### config.mk
export PLATFORM = sky130hd
export DESIGN_NAME = mem_stage
export DESIGN_NICKNAME = d
export VERILOG_FILES = /design/src/rtl/mem_pkg.sv /design/src/rtl/mem_stage_sat_counter.sv /design/src/rtl/mem_stage.sv
export SDC_FILE = /design/constraint.sdc
export NUM_CORES = 1
export LEC_CHECK = 0
export CAP_MARGIN = 20
export CORE_AREA = 2 2 59 75
export DETAILED_ROUTE_END_ITERATION = 10
export DIE_AREA = 0 0 61 77
export PLACE_DENSITY = 0.83
export SLEW_MARGIN = 20
export SYNTH_ARGS = -nofsm -noshare
export SYNTH_HDL_FRONTEND = slang
export SYNTH_SLANG_ARGS = --single-unit
### constraint.sdc
create_clock -name clk -period 4.1 [get_ports clk]
set_clock_uncertainty 0.1 [all_clocks]
set_input_delay 0.615 -clock clk [delete_from_list [all_inputs] [get_ports clk]]
set_output_delay 0.615 -clock clk [all_outputs]
set_load 0.03 [all_outputs]
### src/rtl/mem_pkg.sv
// Shared types for the memory-access stage: operation decode, MEM/WB record, occupancy states.
package mem_pkg;

  localparam int unsigned MEM_DATA_W = 16;
  localparam int unsigned MEM_DM_AW  = 6;
  localparam int unsigned MEM_RD_W   = 3;
  localparam int unsigned MEM_CNT_W  = 16;

  typedef enum logic [1:0] {
    MEM_NONE,
    MEM_LOAD,
    MEM_STORE,
    MEM_FAULT
  } mem_op_t;

  typedef enum logic {
    ST_EMPTY,
    ST_FULL
  } wb_state_t;

  typedef struct packed {
    logic                  reg_write;
    logic [MEM_RD_W-1:0]   rd;
    logic [MEM_DATA_W-1:0] data;
    logic                  fault;
  } memwb_rec_t;

  // A fault dominates; a combined read/write in range captures load data.
  function automatic mem_op_t mem_decode(input logic rd, input logic wr, input logic fault);
    mem_op_t op;
    op = MEM_NONE;
    if (fault)   op = MEM_FAULT;
    else if (rd) op = MEM_LOAD;
    else if (wr) op = MEM_STORE;
    return op;
  endfunction

endpackage

### src/rtl/mem_stage_sat_counter.sv
// Saturating event counter with synchronous clear that overrides increment.
module sat_counter #(
  parameter int unsigned WIDTH = 16
) (
  input  logic             clk,
  input  logic             rst_n,
  input  logic             i_inc,
  input  logic             i_clr,
  output logic [WIDTH-1:0] o_count
);

  logic [WIDTH-1:0] r_count;

  always_ff @(posedge clk or negedge rst_n) begin
    if (!rst_n) begin
      r_count <= '0;
    end else if (i_clr) begin
      r_count <= '0;
    end else if (i_inc && (r_count != {WIDTH{1'b1}})) begin
      r_count <= r_count + WIDTH'(1);
    end
  end

  assign o_count = r_count;

endmodule

### src/rtl/mem_stage.sv
// MIPS-16 memory-access stage with MEM/WB register, valid/ready handshake and flush.
// Optional build macro MEM_STATS_EN adds load/store statistics counters.
module mem_stage
  import mem_pkg::*;
#(
  parameter int unsigned DATA_WIDTH       = MEM_DATA_W,
  parameter int unsigned DM_ADDRESS_WIDTH = MEM_DM_AW,
  parameter int unsigned REG_ADDR_WIDTH   = MEM_RD_W,
  parameter int unsigned CNT_WIDTH        = MEM_CNT_W
) (
  input  logic                        clk,
  input  logic                        rst_n,
  input  logic                        in_valid,
  output logic                        in_ready,
  input  logic                        in_mem_read,
  input  logic                        in_mem_write,
  input  logic                        in_reg_write,
  input  logic [DATA_WIDTH-1:0]       in_addr,
  input  logic [DATA_WIDTH-1:0]       in_store_data,
  input  logic [REG_ADDR_WIDTH-1:0]   in_rd,
  input  logic                        flush,
  output logic                        dm_we,
  output logic [DATA_WIDTH-1:0]       dm_D,
  output logic [DM_ADDRESS_WIDTH-1:0] dm_addr,
  input  logic [DATA_WIDTH-1:0]       dm_Q,
  output logic                        out_valid,
  input  logic                        out_ready,
  output logic                        out_reg_write,
  output logic [REG_ADDR_WIDTH-1:0]   out_rd,
  output logic [DATA_WIDTH-1:0]       out_data,
`ifdef MEM_STATS_EN
  input  logic                        stats_clr,
  output logic [CNT_WIDTH-1:0]        load_count,
  output logic [CNT_WIDTH-1:0]        store_count,
`endif
  output logic                        out_fault
);

  wb_state_t  r_state;
  wb_state_t  w_state_nxt;
  memwb_rec_t r_rec;
  memwb_rec_t w_rec_nxt;
  mem_op_t    w_op;
  logic       w_accept;
  logic       w_out_of_range;
  logic       w_fault;

  assign out_valid = (r_state == ST_FULL);
  assign in_ready  = !out_valid || out_ready;

  // Reset also blocks acceptance so no write can leak out while rst_n is low.
  assign w_accept       = rst_n && in_valid && in_ready && !flush;
  assign w_out_of_range = (in_addr[DATA_WIDTH-1:DM_ADDRESS_WIDTH] != '0);
  assign w_fault        = w_accept && w_out_of_range && (in_mem_read || in_mem_write);
  assign w_op           = mem_decode(in_mem_read, in_mem_write, w_fault);

  assign dm_addr = in_addr[DM_ADDRESS_WIDTH-1:0];
  assign dm_D    = in_store_data;
  assign dm_we   = w_accept && in_mem_write && !w_fault;

  always_ff @(posedge clk or negedge rst_n) begin
    if (!rst_n) r_state <= ST_EMPTY;
    else        r_state <= w_state_nxt;
  end

  // Flush wins over accept and consume; a held entry stays until consumed.
  always_comb begin
    w_state_nxt = r_state;
    if (flush)          w_state_nxt = ST_EMPTY;
    else if (w_accept)  w_state_nxt = ST_FULL;
    else if (out_ready) w_state_nxt = ST_EMPTY;
  end

  always_comb begin
    w_rec_nxt           = '0;
    w_rec_nxt.reg_write = in_reg_write && !w_fault;
    w_rec_nxt.rd        = MEM_RD_W'(in_rd);
    w_rec_nxt.fault     = w_fault;
    case (w_op)
      MEM_LOAD:  w_rec_nxt.data = MEM_DATA_W'(dm_Q);
      MEM_FAULT: w_rec_nxt.data = '0;
      default:   w_rec_nxt.data = MEM_DATA_W'(in_addr);
    endcase
  end

  always_ff @(posedge clk or negedge rst_n) begin
    if (!rst_n)        r_rec <= '0;
    else if (w_accept) r_rec <= w_rec_nxt;
  end

  assign out_reg_write = r_rec.reg_write;
  assign out_rd        = REG_ADDR_WIDTH'(r_rec.rd);
  assign out_data      = DATA_WIDTH'(r_rec.data);
  assign out_fault     = r_rec.fault;

`ifdef MEM_STATS_EN
  logic w_load_ok;
  logic w_store_ok;

  assign w_load_ok  = w_accept && in_mem_read && !w_fault;
  assign w_store_ok = w_accept && in_mem_write && !w_fault;

  sat_counter #(.WIDTH(CNT_WIDTH)) u_load_cnt (
    .clk     (clk),
    .rst_n   (rst_n),
    .i_inc   (w_load_ok),
    .i_clr   (stats_clr),
    .o_count (load_count)
  );

  sat_counter #(.WIDTH(CNT_WIDTH)) u_store_cnt (
    .clk     (clk),
    .rst_n   (rst_n),
    .i_inc   (w_store_ok),
    .i_clr   (stats_clr),
    .o_count (store_count)
  );
`endif

endmodule
==> results by group, run 1 <==
CTS
  • CTS sink count: 22
  • CTS Root Cell: clkbuf_8
  • Clock Latency Late Sink: between 0.2 and 0.3 ns
  • CTS tree: done
  • Max clock buf depth: 2
  • Setup bufs post-CTS: 0
  • Cts hold-fix bufs: 0
  • Clock-pin slew on the worst setup and hold paths: 0.07 ns
  • Htree depth: 1
  • CTS resizes: 0
  • CTS Buf Count: 3

Logic synthesis
  • Synthesized cell area: 1370 um^2
  • Top FF cell, synth: dfrtp_1
  • Async S/R FF share, synth: between 90% and 100%
  • Synth top area share: between 40 and 50%
  • Avg Inst Size Synth: around 11 um^2
  • Most frequent cell after synthesis: buf_4
  • Synth Register Bits: 22
  • Yosys cell types: 21
  • Dominant cell type by area after synthesis: dfrtp_1
  • Largest cells by area after synthesis: dfrtp_1 (40%), buf_4 (14%), mux2i_1 (12%)
  • Syn Nets: 180
  • EDFF count, synth: 0
  • Sequential-to-total area share from yosys stat: about two fifths
  • Synth top cells by count: buf_4 (25), dfrtp_1 (22), o21ai_0 (17), mux2i_1 (16), o31ai_2 (10)
  • Syn Inst Count: 121
  • Syn. warnings: 0

Power
  • Pwr per Cell Area: between 300 and 400 nW/um^2
  • Switching Fraction: 31.6%
  • Internal power: 418 uW
  • Peak VDD IR: ~0.12 mV
  • Sw power: 193 uW
  • Seq pwr share: just over 40%
  • Clock Power Share: a little over a fifth
  • Logic pwr share: 37.3%
  • Leakage power: 0.822 nW

Flow run
  • Maxcap violations: 0

STA
  • Hold slack: between 0.4 and 0.5 ns
  • Final setup TNS: 0 ns
  • Slew headroom: 43.9%
  • Slew @ Worst Pin: between 0.8 and 0.9 ns
  • Fin. Hold Viols: 0
  • Fin crit share: around three quarters
  • Fin crit period: roughly 3 ns
  • Max Slew Vio Count: 0
  • Unrepaired setup endpoints after global routing: false
  • F_max: ~0.33 GHz
  • Final setup viols: 0

GRT
  • First-pass GRT wire length: 5.32 mm
  • Initial antenna violation count: 0
  • Overall Global Routing Usage: 14.8%
  • Vias in the first global route: roughly 1100
  • GR Overflow Total: 0
  • Largest net degree at the start of global routing: 24

Outcome
  • Status: completed

Finish
  • Final antenna diode count: 0
  • Fraction of layout cells with a size suffix above 1: approximately 15%
  • Register area: about 550 um^2
  • Area Overhead vs Synth: 46.0%
  • Area occupied by multi-input gates: between 500 and 600 um^2
  • Layout Nets: 229
  • # fillers: 373

Floorplan
  • Rows: 26
  • Core area: 4000 um^2
  • I/O pins: 105
  • Initial Util: 34.3%
  • DIE AREA: 4700 um^2
  • Die X: just over 60 um
  • Die span in y: roughly 77 um

Drt
  • Avg WL per Cell: about 14 um
  • Vias per cell: ~4.8
  • Vias: about 1100
  • DR pass1 iterations: 2
  • Initial DRC count: 23
  • DRT Wirelength: 3.19 mm
  • Antenna-violating nets left: 0
  • Drt drc: 0

Placed design
  • Gpl congestion: 0.699
  • DP HPWL: about 2.5 mm
  • PortBufs: 72

Setup path
  • Required time worst endpoint: 3.38 ns
  • Worst R2R Setup Slack: just over 2 ns
  • Kind of critical path: primary input to primary output
  • WP data arrival: approximately 2.3 ns
  • CP max FO: 19
  • Worst setup SP type: primary input
  • Crit. End Element: primary output

Worst hold path
  • Worst hold path type: flop to flop
## power groups by stage
| stage | registers (mW) | logic (mW) | clock network (mW) |
|---|---|---|---|
| global route | 0.257 | 0.242 | 0.145 |
| global placement | 0.257 | 0.228 | 0 |
| CTS | 0.254 | 0.230 | 0.136 |
| floorplan | 0.308 | 0.0965 | 0 |
| finish | 0.253 | 0.228 | 0.130 |
| detailed placement | 0.258 | 0.230 | 0 |
## cell usage in the layout, fill, tap and decap left out
cell type        count
a21oi_1              1
a31oi_4              1
and3_1               2
buf_4                3
clkbuf_8             3
clkdlybuf4s50_1     71
dfrtp_1             22
inv_1                1
inv_2                1
mux2_2               4
mux2i_1             16
nand2_1              1
nand2b_1             1
nand3b_4             1
nor2_1               3
nor2b_2              1
nor4_4               2
o21ai_0             17
o31ai_1              7
o31ai_2             10
## cell families after synthesis
logic type      synth area share, %
mux                            15.0
buf+inv                        16.3
flops                          40.1
simple gates                   7.48
compound gates                 21.1
## cell type report
| cell class | instances | share of cell area (%) |
|---|---|---|
| Tap cell | 56 | 3.50 |
| Sequential cell | 22 | 27.5 |
| Clock buffer | 3 | 2.06 |
| Multi-Input combinational cell | 67 | 29.9 |
| Inverter | 2 | 0.375 |
| Timing Repair Buffer | 74 | 36.6 |
## state kept, by name, indices dropped and copies added, names as in the netlist
| name | count |
|---|---|
| out_valid | 1 |
| out_rd | 3 |
| out_data | 16 |
| out_fault | 1 |
| out_reg_write | 1 |
## critical path, stage by stage
cell and delay [ns]:
clkdlybuf4s50_1 0.41, nor2b_2 0.54, inv_2 0.09, clkdlybuf4s50_1 0.62
## per-stage QoR
| step | setup WS, ns | util [%] | power [mW] | area, um^2 | std cells |
|---|---|---|---|---|---|
| global placement | 0.760 | 48.9 | 0.484 | 1960 | 221 |
| floorplan | 1.96 | - | 0.404 | 1370 | 121 |
| CTS | 0.705 | 50.0 | 0.619 | 2000 | 224 |
| finish | 1.10 | 50.0 | 0.610 | 2000 | 224 |
| detailed placement | 0.707 | 48.9 | 0.488 | 1960 | 221 |
| global route | 0.965 | 50.0 | 0.644 | 2000 | 224 |
## per-layer routing
metal / wire length [um] / GRT usage [%]
met1: 1230 / 17.9
met2: 1670 / 24.2
met5: 0 / 0
met3: 242 / 4.05
met4: 54 / 5.87
## worst paths after layout
kind / startpoint / to / depth (start not counted)
max: out_ready / in_ready / 4
min: out_rd[0]$_DFFE_PN0P_ / out_rd[0]$_DFFE_PN0P_ / 1
max in group asynchronous: rst_n / out_data[11]$_DFFE_PN0P_ / 2
max reg2reg: out_valid$_DFFE_PN0P_ / out_data[1]$_DFFE_PN0P_ / 4
min in group asynchronous: rst_n / out_data[14]$_DFFE_PN0P_ / 2
min reg2reg: out_rd[0]$_DFFE_PN0P_ / out_rd[0]$_DFFE_PN0P_ / 1
No activity file was read; power rests on OpenSTA's default activity.
==> run 2: changes to the inputs <==
--- a/config.mk
+++ b/config.mk
@@ -6,10 +6,10 @@
 export NUM_CORES = 1
 export LEC_CHECK = 0
 export CAP_MARGIN = 20
-export CORE_AREA = 2 2 59 75
+export CORE_AREA = 2 2 60 77
 export DETAILED_ROUTE_END_ITERATION = 10
-export DIE_AREA = 0 0 61 77
-export PLACE_DENSITY = 0.83
+export DIE_AREA = 0 0 62 79
+export PLACE_DENSITY = 0.8
 export SLEW_MARGIN = 20
 export SYNTH_ARGS = -nofsm -noshare
 export SYNTH_HDL_FRONTEND = slang
==> constraint.sdc (replaced) <==
create_clock -name clk -period 3 [get_ports clk]
set_clock_uncertainty 0.1 [all_clocks]
set_input_delay 0.45 -clock clk [delete_from_list [all_inputs] [get_ports clk]]
set_output_delay 0.45 -clock clk [all_outputs]
set_load 0.03 [all_outputs]
==> run 2 against run 1 <==
  * Sequential power grew 37%
  * Die area grew 4.3%
  * First-iteration DRC count shrank 26%
  * Critical path depth is the same
  * Flip-flop and latch count is the same
  * Clock-buffer cell count is the same
  * Total power grew 37%
  * Non-clock buffer count grew 2
  * Via count shrank 0.37%
  * Hold slack gained 0.0034 ns
  * Highest routed layer unchanged
  * Global-route usage shrank 0.68 points
==> results by group, run 2 (synthesis results as in run 1) <==
Outcome
  • Status: completed

GRT
  • First-pass GRT wire length: ~5.2 mm
  • Vias in the first global route: roughly 1100
  • Largest net degree at the start of global routing: 24
  • Initial antenna violation count: 0
  • GR Overflow Total: 0
  • Overall Global Routing Usage: around 14%

Floorplan
  • Die span in y: 79 um
  • Initial Util: between 30% and 40%
  • I/O pins: 105
  • Die X: between 60 and 70 um
  • DIE AREA: just under 5000 um^2
  • Rows: 27
  • Core area: between 4000 and 5000 um^2

CTS
  • CTS Root Cell: clkbuf_8
  • Htree depth: 1
  • CTS Buf Count: 3
  • Max clock buf depth: 2
  • Setup bufs post-CTS: 0
  • CTS resizes: 0
  • Clock Latency Late Sink: roughly 0.25 ns
  • Cts hold-fix bufs: 0
  • CTS tree: done
  • Clock-pin slew on the worst setup and hold paths: approximately 0.080 ns
  • CTS sink count: 22

Setup path
  • CP bufs+invs: 3
  • Worst R2R Setup Slack: approximately 1.1 ns
  • WP data arrival: around 2.2 ns
  • Worst R2R End: out_data[14]$_DFFE_PN0P_
  • Worst R2R Start: out_valid$_DFFE_PN0P_
  • CP max FO: 10
  • Crit path cell chain: clkdlybuf4s50_1 > nor2b_1 > inv_2 > clkdlybuf4s50_1
  • Worst setup SP type: primary input
  • Crit path to: in_ready
  • CP most frequent cell: clkdlybuf4s50_1
  • Crit. End Element: primary output
  • Stages on the worst setup path: 4
  • Kind of critical path: primary input to primary output
  • R2R depth: 5
  • Required time worst endpoint: between 2 and 2.5 ns
  • Worst Setup SP: out_ready
  • CP top delay family: buffers and inverters
  • CP max-delay cell: clkdlybuf4s50_1
  • Max incr delay on CP: about 0.62 ns

Finish
  • Fraction of layout cells with a size suffix above 1: around 16%
  • Area Overhead vs Synth: 47.1%
  • Largest register FFs: 16
  • Commonest non-fill, non-tap cells in the layout: clkdlybuf4s50_1 (71), dfrtp_1 (22), o21ai_0 (17)
  • # fillers: 401
  • Most common cell after layout, fill and taps aside: clkdlybuf4s50_1
  • Final antenna diode count: 0
  • Layout Nets: between 200 and 250
  • Non-filler cells in the finished layout: approximately 230

Power
  • Pwr per Cell Area: 415 nW/um^2
  • Peak VDD IR: roughly 0.21 mV
  • Leakage power: between 0.8 and 0.9 nW
  • Power, Total: around 840 uW

STA
  • Unrepaired setup endpoints after global routing: false
  • Fin. Hold Viols: 0
  • Final worst slack: ~0.28 ns
  • Fin crit period: around 2.7 ns
  • Final setup viols: 0
  • Fin crit share: 90.6%
  • Slew @ Worst Pin: around 0.74 ns
  • F_max: approximately 0.37 GHz
  • Max Slew Vio Count: 0
  • Slew headroom: 50.3%
  • Final setup TNS: 0 ns

Drt
  • DRT Wirelength: 3.29 mm
  • Vias per cell: 4.68
  • Avg WL per Cell: around 14 um
  • DR pass1 iterations: 4
  • Antenna-violating nets left: 0
  • Vias: between 1000 and 1500
  • Initial DRC count: 17
  • Drt drc: 0

Flow run
  • Maxcap violations: 0

Placed design
  • Placed insts: 225
  • Gpl congestion: between 0.6 and 0.7
  • PortBufs: 72
  • DP HPWL: approximately 2.6 mm
  • Pre-CTS setup slack: roughly 0.3 ns

Worst hold path
  • Worst hold path type: flop to flop
run 2: metal layers:
layer | vias to the layer above | GRT usage (%) | share of wire [%]
met3 | 6 | 3.91 | 8.4
met5 | - | 0 | 0
met4 | 0 | 5.53 | 0.88
met1 | 493 | 18.5 | 41
met2 | 51 | 21.7 | 50
li1 | 517 | - | -
run 2: worst min path at each step:
stage,from,end,slack (ns),cells past startpoint
floorplan,rst_n,out_data[0]$_DFFE_PN0P_,0.05,0
global route,out_rd[1]$_DFFE_PN0P_,out_rd[1]$_DFFE_PN0P_,0.43,1
finish,out_rd[1]$_DFFE_PN0P_,out_rd[1]$_DFFE_PN0P_,0.41,1
detailed placement,out_rd[2]$_DFFE_PN0P_,out_rd[2]$_DFFE_PN0P_,0.40,1
CTS,out_rd[2]$_DFFE_PN0P_,out_rd[2]$_DFFE_PN0P_,0.42,1
global placement,out_rd[2]$_DFFE_PN0P_,out_rd[2]$_DFFE_PN0P_,0.39,1
run 2: cell type report:
cell class                      instances  area (um^2)  share of cell area (%)
Multi-Input combinational cell         67          597                    29.6
Tap cell                               58         72.6                    3.60
Sequential cell                        22          551                    27.3
Timing Repair Buffer                   76          748                    37.1
Clock buffer                            3         41.3                    2.05
Inverter                                2         7.51                   0.372
run 2: through the flow:
stage | utilization (%) | hold WS, ns | area [um^2]
2_1_floorplan | - | 0.0544 | 1370
5_1_grt | 47.8 | 0.432 | 2020
3_3_place_gp | 46.8 | 0.392 | 1980
6_report | 47.8 | 0.410 | 2020
3_5_place_dp | 46.8 | 0.398 | 1980
4_1_cts | 47.8 | 0.416 | 2020
run 2: power breakdown:
part           total, mW  internal (mW)  switching [mW]
Clock              0.177         0.0894          0.0878
Sequential         0.346          0.330          0.0161
Combinational      0.313          0.152           0.161
Total              0.837          0.572           0.265
==> run 3: changes to the inputs <==
==> constraint.sdc (replaced) <==
create_clock -name clk -period 2.6 [get_ports clk]
set_clock_uncertainty 0.1 [all_clocks]
set_input_delay 0.39 -clock clk [delete_from_list [all_inputs] [get_ports clk]]
set_output_delay 0.39 -clock clk [all_outputs]
set_load 0.03 [all_outputs]
==> run 3 against run 2 <==
  * Hold slack got worse by 0.0021 ns
  * Via count grew 3.3%
  * Sequential power increased by 15%
  * Total power up 16%
  * Non-clock buffer count grew 2
  * Largest cell class unchanged
==> results by group, run 3 (synthesis results as in run 1) <==
STA
  • Fin crit share: 85.1%
  • Fin. Hold Viols: 0
  • Final setup TNS: 0 ns
  • F_max: approximately 0.45 GHz
  • Final setup viols: 0
  • Slew headroom: between 50% and 60%
  • Slew @ Worst Pin: about 0.7 ns
  • Fin crit period: 2.21 ns
  • Max Slew Vio Count: 0
  • Unrepaired setup endpoints after global routing: false

Finish
  • Most common cell after layout, fill and taps aside: clkdlybuf4s50_1
  • Largest register FFs: 16
  • Non-filler cells in the finished layout: 230
  • Fraction of layout cells with a size suffix above 1: 16.9%
  • Commonest non-fill, non-tap cells in the layout: clkdlybuf4s50_1 (71), dfrtp_1 (22), o21ai_0 (17)
  • Util after Layout: about 48%
  • Layout Nets: between 200 and 250
  • Area Overhead vs Synth: 48.2%
  • Final antenna diode count: 0

GRT
  • GR Overflow Total: 0
  • First-pass GRT wire length: 5.44 mm
  • Initial antenna violation count: 0
  • Overall Global Routing Usage: 14.7%
  • Vias in the first global route: around 1100
  • Largest net degree at the start of global routing: 24

Power
  • Peak VDD IR: around 0.23 mV
  • Leakage power: 0.841 nW
  • Pwr per Cell Area: between 400 and 500 nW/um^2

CTS
  • Setup bufs post-CTS: 0
  • Clock-pin slew on the worst setup and hold paths: roughly 0.07 ns
  • CTS Root Cell: clkbuf_8
  • Clock Latency Late Sink: 0.26 ns
  • CTS sink count: 22
  • Htree depth: 1
  • Cts hold-fix bufs: 0
  • CTS tree: done
  • CTS resizes: 0
  • Max clock buf depth: 2
  • CTS Buf Count: 3

Floorplan
  • Die span in y: about 79 um
  • I/O pins: between 100 and 150
  • Rows: 27
  • Core area: ~4200 um^2
  • Die X: 62 um
  • Initial Util: between 30% and 40%
  • DIE AREA: 4900 um^2

Drt
  • Vias: 1102
  • Vias per cell: between 4 and 5
  • Initial DRC count: 18
  • DRT Wirelength: around 3.4 mm
  • Drt drc: 0
  • DR pass1 iterations: 4
  • Antenna-violating nets left: 0
  • Avg WL per Cell: 14.8 um

Placed design
  • DP HPWL: ~2.6 mm
  • Placed insts: approximately 230
  • Gpl congestion: around 0.69
  • PortBufs: between 70 and 80

Flow run
  • Maxcap violations: 0

Setup path
  • Worst R2R Setup Slack: ~1.2 ns
  • Worst R2R Start: out_valid$_DFFE_PN0P_
  • Worst Setup SP: in_addr[13]
  • CP max FO: 2
  • Worst setup SP type: primary input
  • WP data arrival: ~1.7 ns
  • Required time worst endpoint: 2.11 ns
  • Crit. End Element: primary output
  • Kind of critical path: primary input to primary output

Worst hold path
  • Worst hold path type: flop to flop
  • Origin of the worst min-delay path: out_rd[2]$_DFFE_PN0P_

Outcome
  • Status: completed
[run 3: cell count changes in the layout (fill, tap and decap cells not counted)]
cell	change
buf_4	+2
[run 3: layer usage]
layer / global-route usage, % / wire length [um] / vias to the layer above
met2: 22.5 / 1750 / 58
met4: 5.74 / 57 / 0
met3: 2.93 / 241 / 9
met5: 0 / 0 / -
met1: 20.0 / 1350 / 516
li1: - / - / 519
[run 3: per-stage QoR]
stage                     setup slack [ns]  area (um^2)  power [mW]  hold WS, ns
after floorplan                      0.698         1370       0.637     -0.00559
after global placement               0.375         1990       0.768        0.387
after detailed placement             0.371         1990       0.775        0.394
after CTS                            0.371         2030       0.981        0.411
after global routing                 0.318         2030        1.02        0.432
final                                0.387         2030       0.967        0.408
[run 3: final timing paths]
kind / to / depth (start not counted)
setup / recovery: dm_we / 5
hold / removal: out_rd[2]$_DFFE_PN0P_ / 1
min in group asynchronous: out_data[14]$_DFFE_PN0P_ / 2
max in group asynchronous: out_data[4]$_DFFE_PN0P_ / 2
hold reg to reg: out_rd[2]$_DFFE_PN0P_ / 1
setup reg to reg: out_rd[1]$_DFFE_PN0P_ / 4
[run 3: worst max-delay path: stages]
cell	delay, ns
clkdlybuf4s50_1	0.46
nor4_4	0.35
and3_1	0.21
and3_1	0.15
buf_4	0.16
[run 3: area by class of cell]
type	count	area, um^2
Clock buffer	3	41.3
Fill cell	410	2190
Inverter	2	7.51
Multi-Input combinational cell	67	597
Sequential cell	22	551
Tap cell	58	72.6
Timing Repair Buffer	78	763
[run 3: where the power goes]
group / internal, mW / switching (mW)
registers: 0.381 / 0.0183
logic: 0.177 / 0.187
clock network: 0.103 / 0.101
total: 0.662 / 0.306
